===== config.mk =====
export PLATFORM = sky130hd
export DESIGN_NAME = mult_seq_param
export DESIGN_NICKNAME = d
export VERILOG_FILES = /design/src/rtl/mult_seq_param.sv
export SDC_FILE = /design/constraint.sdc
export NUM_CORES = 1
export LEC_CHECK = 0
export CORE_ASPECT_RATIO = 2
export CORE_MARGIN = 10
export CORE_UTILIZATION = 37
export CTS_CLUSTER_DIAMETER = 100
export DETAILED_ROUTE_END_ITERATION = 16
export PLACE_DENSITY_LB_ADDON = 0.1
export SLEW_MARGIN = 15
export SYNTH_ARGS = -nofsm -noshare
export SYNTH_HDL_FRONTEND = slang
export SYNTH_SLANG_ARGS = --single-unit

===== constraint.sdc =====
create_clock -name clock_sign -period 5.1 [get_ports clock_sign]
set_clock_uncertainty 0.1 [all_clocks]
set_input_delay 0.765 -clock clock_sign [delete_from_list [all_inputs] [get_ports clock_sign]]
set_output_delay 0.765 -clock clock_sign [all_outputs]
set_load 0.1 [all_outputs]

===== src/rtl/mult_seq_param.sv =====
// Parametrised sequential shift-add multiplier with signed/unsigned modes.
// One operand bit per cycle, full 2*WIDTH-bit product and overflow flag.
module mult_seq_param #(
    parameter int WIDTH     = 32,
    parameter bit SIGNED_EN = 1'b1
) (
    input  logic             clock_sign,
    input  logic             reset_sign,
    input  logic             start_sign,
    input  logic             signed_mode,
    input  logic [WIDTH-1:0] multiplicant,
    input  logic [WIDTH-1:0] multipliar,
    output logic             busy,
    output logic             done,
    output logic [WIDTH-1:0] product_hi,
    output logic [WIDTH-1:0] product_lo,
    output logic             overflow
);

    localparam int CW = (WIDTH > 1) ? $clog2(WIDTH) : 1;

    typedef enum logic [1:0] {
        IDLE,
        CALC,
        FIX
    } state_t;

    state_t             state_q;
    logic [2*WIDTH:0]   acc_q;
    logic [WIDTH-1:0]   mag_a_q;
    logic               neg_q;
    logic               sgn_q;
    logic [CW-1:0]      cnt_q;
    logic               busy_q;
    logic               done_q;
    logic [WIDTH-1:0]   hi_q;
    logic [WIDTH-1:0]   lo_q;
    logic               ovf_q;

    logic               sgn_d;
    logic [WIDTH-1:0]   mag_a_d;
    logic [WIDTH-1:0]   mag_b_d;
    logic               neg_d;
    logic [WIDTH:0]     upper_d;
    logic [2*WIDTH:0]   acc_d;
    logic [2*WIDTH-1:0] res_d;
    logic               ovf_d;

    // Operand magnitudes, one shift-add step and the sign-corrected result.
    always_comb begin
        sgn_d   = signed_mode & SIGNED_EN;
        mag_a_d = multiplicant;
        mag_b_d = multipliar;
        if (sgn_d && multiplicant[WIDTH-1]) begin
            mag_a_d = -multiplicant;
        end
        if (sgn_d && multipliar[WIDTH-1]) begin
            mag_b_d = -multipliar;
        end
        neg_d   = sgn_d & (multiplicant[WIDTH-1] ^ multipliar[WIDTH-1]);
        upper_d = acc_q[2*WIDTH:WIDTH];
        if (acc_q[0]) begin
            upper_d = acc_q[2*WIDTH:WIDTH] + {1'b0, mag_a_q};
        end
        acc_d = {upper_d, acc_q[WIDTH-1:0]} >> 1;
        res_d = acc_q[2*WIDTH-1:0];
        if (neg_q) begin
            res_d = -acc_q[2*WIDTH-1:0];
        end
        if (sgn_q) begin
            ovf_d = res_d[2*WIDTH-1:WIDTH] != {WIDTH{res_d[WIDTH-1]}};
        end else begin
            ovf_d = res_d[2*WIDTH-1:WIDTH] != '0;
        end
    end

    // Control FSM with iteration counter and registered result outputs.
    always_ff @(posedge clock_sign) begin
        if (reset_sign) begin
            state_q <= IDLE;
            acc_q   <= '0;
            mag_a_q <= '0;
            neg_q   <= 1'b0;
            sgn_q   <= 1'b0;
            cnt_q   <= '0;
            busy_q  <= 1'b0;
            done_q  <= 1'b0;
            hi_q    <= '0;
            lo_q    <= '0;
            ovf_q   <= 1'b0;
        end else begin
            done_q <= 1'b0;
            unique case (state_q)
                IDLE: begin
                    if (start_sign) begin
                        mag_a_q <= mag_a_d;
                        acc_q   <= {{(WIDTH+1){1'b0}}, mag_b_d};
                        neg_q   <= neg_d;
                        sgn_q   <= sgn_d;
                        cnt_q   <= '0;
                        busy_q  <= 1'b1;
                        state_q <= CALC;
                    end
                end
                CALC: begin
                    acc_q <= acc_d;
                    cnt_q <= cnt_q + CW'(1);
                    if (cnt_q == CW'(WIDTH-1)) begin
                        state_q <= FIX;
                    end
                end
                FIX: begin
                    hi_q    <= res_d[2*WIDTH-1:WIDTH];
                    lo_q    <= res_d[WIDTH-1:0];
                    ovf_q   <= ovf_d;
                    done_q  <= 1'b1;
                    busy_q  <= 1'b0;
                    state_q <= IDLE;
                end
                default: begin
                    state_q <= IDLE;
                end
            endcase
        end
    end

    assign busy       = busy_q;
    assign done       = done_q;
    assign product_hi = hi_q;
    assign product_lo = lo_q;
    assign overflow   = ovf_q;

endmodule


==> flow_summary.toml, run 1 <==
[route]
drt-initial-drc-count = 595
viasPerCell = 5.780
wirelength_mm = 38.13
drc = 0
ant_nets = 0
drt_pre_antenna_iters = 5
num_vias = 10500
avgRoutedWirePerCell_um = 20.98

[layout]
seqCellArea_mm2 = 0.003447
drive_above_1_share = 0.05632
nets = 1550
synthToLayoutAreaGrowth_pct = 20.46
utilization = 0.4505
multi_input_area_mm2 = 0.006943
fillerInstances = 2966

[critical_path]
crit_start = "acc_q[0]"
reg2reg_from = "acc_q[0]"
crit_fanout = 24
cp.required_ns = 5.33
worst_ep_arrival_time_ns = 4.48
end_kind = "flip-flop"
start_kind = "flip-flop"
crit_type = "reg2reg"

[timing]
setup_tns_ns = 0
fin_crit_sh = 0.8348
max_freq_mhz = 234.9
hold_viol_final = 0
tightest_slew_ns = 1.077
maxSlewHeadroom = 0.2795
final_max_slew_viol_count = 0
period_needed_ns = 4.257
rsz0062_at_grt = "false"
finalSetupViolations = 0

[placement]
place_hpwl_mm = 29.84
numPortBuffers = 134
place_congestion = 0.9376

[logic_synthesis]
synth_edf_count = 0
synth_warnings = 0
synth_top_cell_area_share = 0.3191
synth.cells.most_frequent = "dfxtp_1 (172), nand2_1 (154), nor2_1 (112)"
yosysMostFrequentCell = "dfxtp_1"
async_flop_share = 0
syn_nets = 1466
syn-instance-count = 1360
syn_area_mm2 = 0.01079
synthTopCellsByArea = "dfxtp_1 (32%), xor2_1 (7.1%), nand2_1 (5.4%), o21ai_0 (5.0%), a21oi_1 (4.4%)"
syn_avg_cell_area_um2 = 7.933
synth_cell_types = 72
synth_top_area_cell = "dfxtp_1"
postSynthRegisterBits = 172
seq_area_frac_synth = 0.3191
synth-main-ff-cell = "dfxtp_1"

[power_and_ir_drop]
power_mw = 3.547
peakVddDrop_v = 0.0002439
power_density_mw_per_mm2 = 272.9
leakagePower_nw = 4.757

[clocking]
cts_tree = "done"
clock_sinks = 172
cts_root_buf = "clkbuf_16"
path_clk_slew_ns = 0.07
cts_buffers = 17
htreeDepth = 4
clk_latency_ns = 0.45
holdBufCountCts = 0
post_cts_resized = 0
cts.path.max_buffers = 2
post_cts_buffers = 0

[global_routing]
first_global_vias = 10620
grt_pass1_wl_mm = 58.44
antenna_found_initial = 1
gr-total-overflow = 0
track_usage = 0.2030
grt_max_degree = 96

[floorplan]
chipWidth_um = 140.7
fp.coreArea_mm2 = 0.02885
die_h_um = 261.5
rows = 88
die_area_mm2 = 0.03680
initial_core_util = 0.3740
num_io_pins = 135

[run_status]
status = "finished, final reports clean"

[run]
max-cap-violations = 0

[hold_path]
hp-start = "product_lo[24]"
hold_path.class = "reg2reg"
-- metal layers --
layer  part of all wire  wire [um]  vias up  track usage
met4              0.063       2405        0       0.1348
met2               0.57      21840      256       0.4139
met1               0.34      12810     4967       0.1716
li1                   -          -     5177            -
met5                  0          0        -            0
met3              0.028       1071      103      0.03229
-- worst max-delay path, stage by stage, from the launching register on --
cell and delay (ns):
dfxtp_1 0.31, buf_4 0.23, or4_1 0.64, nor4_1 0.39, nand3_1 0.13, buf_4 0.24
o41ai_1 0.88, xor2_1 0.32, nand2b_1 0.15, o2111ai_1 0.19, a2111oi_2 0.41, a32oi_1 0.14
-- final cells by class --
type,count,share of cell area
diodes,1,0.0001925
well taps,360,0.03466
clock buffers,20,0.03437
repair buffers,153,0.1140
clock inverters,11,0.01098
flip-flops and latches,172,0.2652
multi-input cells,1078,0.5342
inverters,22,0.006354
-- per-stage QoR --
step | hold WS [ns] | instances | worst slack [ns] | cell area, um2
CTS | 0.3576 | 1816 | 0.9103 | 12990
detailed placement | 0.3416 | 1785 | 0.8500 | 12400
global route | 0.3758 | 1817 | 0.7329 | 13000
floorplan | 0.3395 | 1360 | 1.161 | 10790
finish | 0.3510 | 1817 | 0.8426 | 13000
global placement | 0.3366 | 1785 | 0.9175 | 12400
-- sequential cells by signal, indices dropped and copies added (netlist names) --
name	cells
mag_a_q	32
done	1
product_hi	32
busy	1
cnt_q	5
product_lo	32
sgn_q	1
state_q	2
acc_q	64
neg_q	1
overflow	1
-- worst paths after layout --
kind / end / slack (ns) / depth (start not counted)
worst min register to register: product_lo[24] / 0.35 / 2
worst max register to register: overflow / 0.84 / 11
worst max-delay path: overflow / 0.84 / 11
worst min-delay path: product_lo[24] / 0.35 / 2
-- kinds of logic after synthesis --
logic type	share of synthesized area
buffers and inverters	0.04047
multiplexers	0.01264
AND/OR/NAND/NOR	0.2076
flip-flops	0.3191
XOR/XNOR	0.1120
adder cells (fa/ha/maj)	0.04476
AO/OA/AOI/OAI	0.2634
-- cells in the final DEF, fill, tap and decap left out, types with 25 or more instances in the layout --
cell	count
clkdlybuf4s50_1	133
nor2_1	110
xnor2_1	50
xor2_1	88
nand2_1	154
ha_1	37
a211oi_1	33
a21oi_1	93
dfxtp_1	171
or4_1	25
o31ai_1	29
o21ai_0	108
a22oi_1	41
-- power by group --
part / total (mW) / switching [mW] / internal (mW)
registers: 1.48 / 0.0860 / 1.40
clock network: 1.34 / 0.564 / 0.779
logic: 0.722 / 0.441 / 0.281
Power figures use the tool's default switching activity.
==> run 2: changes to the inputs <==
Clock period 5.1 ns to 4.4 ns, I/O delays scaled along.
==> flow_summary.toml, run 2 (synthesized netlist as in run 1, its figures left out) <==
[power_and_ir_drop]
p_comb_frac = 0.212
p_clk_frac = 0.382
power_density_mw_per_mm2 = 316.1
power.internal_mw = 2.831
p_sw_frac = 0.3207
p_seq_frac = 0.406
leakagePower_nw = 4.894
power_mw = 4.167
p_sw_mw = 1.337
peakVddDrop_v = 0.0002804

[route]
drt_pre_antenna_iters = 7
drc = 0
num_vias = 10630
ant_nets = 0
wirelength_mm = 38.74
viasPerCell = 5.778
drt-initial-drc-count = 462
avgRoutedWirePerCell_um = 21.05
wl_met3_mm = 1.067
routed.top_layer = "met4"
drt-met1-wl_mm = 13.11
route.met2.wl_mm = 21.69

[clocking]
clock_sinks = 172
cts_root_buf = "clkbuf_16"
post_cts_resized = 0
holdBufCountCts = 0
post_cts_buffers = 0
path_clk_slew_ns = 0.07
cts_tree = "done"
cts.path.max_buffers = 2
cts_buffers = 17
htreeDepth = 4
clk_latency_ns = 0.46

[layout]
multi_input_area_mm2 = 0.006943
nets = 1573
final_cell_mix = "dfxtp_1 (171), nand2_1 (154), clkdlybuf4s50_1 (133)"
final_common_cell = "dfxtp_1"
synthToLayoutAreaGrowth_pct = 22.20
regMostFlops = "acc_q"
fin_cells = 1840
largest_reg_flops = 64
postLayoutCellArea_mm2 = 0.01318
fillerInstances = 2949
seqCellArea_mm2 = 0.003445
drive_above_1_share = 0.07297
n_antenna_cell = 0

[global_routing]
antenna_found_initial = 0
first_global_vias = 10740
grt_pass1_wl_mm = 59.25
gr-total-overflow = 0
grt_max_degree = 96
track_usage = 0.2046

[placement]
dp.cells = 1808
placed_area_mm2 = 0.01257
place_congestion = 0.9678
numPortBuffers = 134
place_hpwl_mm = 30.45

[floorplan]
die_h_um = 261.5
die_area_mm2 = 0.03680
initial_core_util = 0.3740
fp.coreArea_mm2 = 0.02885
num_io_pins = 135
chipWidth_um = 140.7
rows = 88

[critical_path]
r2r_slack_ns = 0.36
cp.required_ns = 4.64
cp_slowest_cell = "nor4_1"
reg2reg_depth = 9
worst_ep_arrival_time_ns = 4.28
r2r_end = "overflow"
worstPathCellList = "nor4_1, nand2_1, or4_4, o41ai_4, xor2_1, nand2b_1, o2111ai_1, a2111oi_2, a32oi_1"
crit_fanout = 6
crit_start = "acc_q[28]"
slowest_delay_ns = 0.77
start_kind = "flip-flop"
reg2reg_from = "acc_q[28]"
crit_family = "simple AND/OR/NAND/NOR gates"
end_kind = "flip-flop"
cp_num_buf_inv = 0
crit_type = "reg2reg"

[timing]
tightest_slew_ns = 1.049
worst_hold_slack_ns = 0.3508
final_max_slew_viol_count = 0
maxSlewHeadroom = 0.2987
hold_viol_final = 0
rsz0062_at_grt = "false"
finalSetupViolations = 0
max_freq_mhz = 247.7
period_needed_ns = 4.037
fin_crit_sh = 0.9176
setup_tns_ns = 0

[run_status]
status = "finished, final reports clean"

[hold_path]
hold_end = "product_lo[16]"
hp-start = "product_lo[16]"
holdPathStages = 2
hold_path.class = "reg2reg"

[run]
max-cap-violations = 0
[run 2: how the worst max path moves through the flow]
stage / end / cells past startpoint / slack (ns)
after global placement: mag_a_q[29] / 12 / 0.36
final: overflow / 9 / 0.36
after global routing: overflow / 9 / 0.17
after detailed placement: mag_a_q[29] / 12 / 0.35
after CTS: overflow / 9 / 0.34
after floorplan: overflow / 13 / 0.46
[run 2: per-stage QoR]
| step | setup slack, ns | util |
|---|---|---|
| after floorplan | 0.4610 | - |
| after global placement | 0.3565 | 0.4359 |
| after detailed placement | 0.3519 | 0.4359 |
| after CTS | 0.3412 | 0.4570 |
| after global routing | 0.1720 | 0.4570 |
| final | 0.3628 | 0.4570 |
[run 2: layout make-up]
| type | instances | area share |
|---|---|---|
| tap | 360 | 0.03417 |
| clock buffer | 18 | 0.03331 |
| multi-input combinational | 1078 | 0.5266 |
| clock inverter | 14 | 0.01291 |
| sequential | 172 | 0.2613 |
| timing repair buffer | 176 | 0.1255 |
| inverter | 22 | 0.006264 |
[run 2: tightest hold or removal path, delay by kind of cell (launching register included)]
family	cells	cell delay [ns]
DFF	1	0.32
and+or+nand+nor	1	0.05
AOI/OAI and AO/OA	1	0.05
[run 2: routing by layer]
| metal | track usage | up-vias |
|---|---|---|
| met5 | 0 | - |
| met4 | 0.1573 | 0 |
| met3 | 0.02920 | 107 |
| met2 | 0.4087 | 264 |
| met1 | 0.1740 | 5041 |
| li1 | - | 5219 |
[run 2: power groups by stage]
stage               Combinational (mW)  Sequential, mW  Clock [mW]
floorplan                        0.576            1.70           0
global placement                 0.877            1.72           0
detailed placement               0.882            1.73           0
CTS                              0.884            1.69        1.63
global route                     0.963            1.70        1.68
finish                           0.885            1.69        1.59
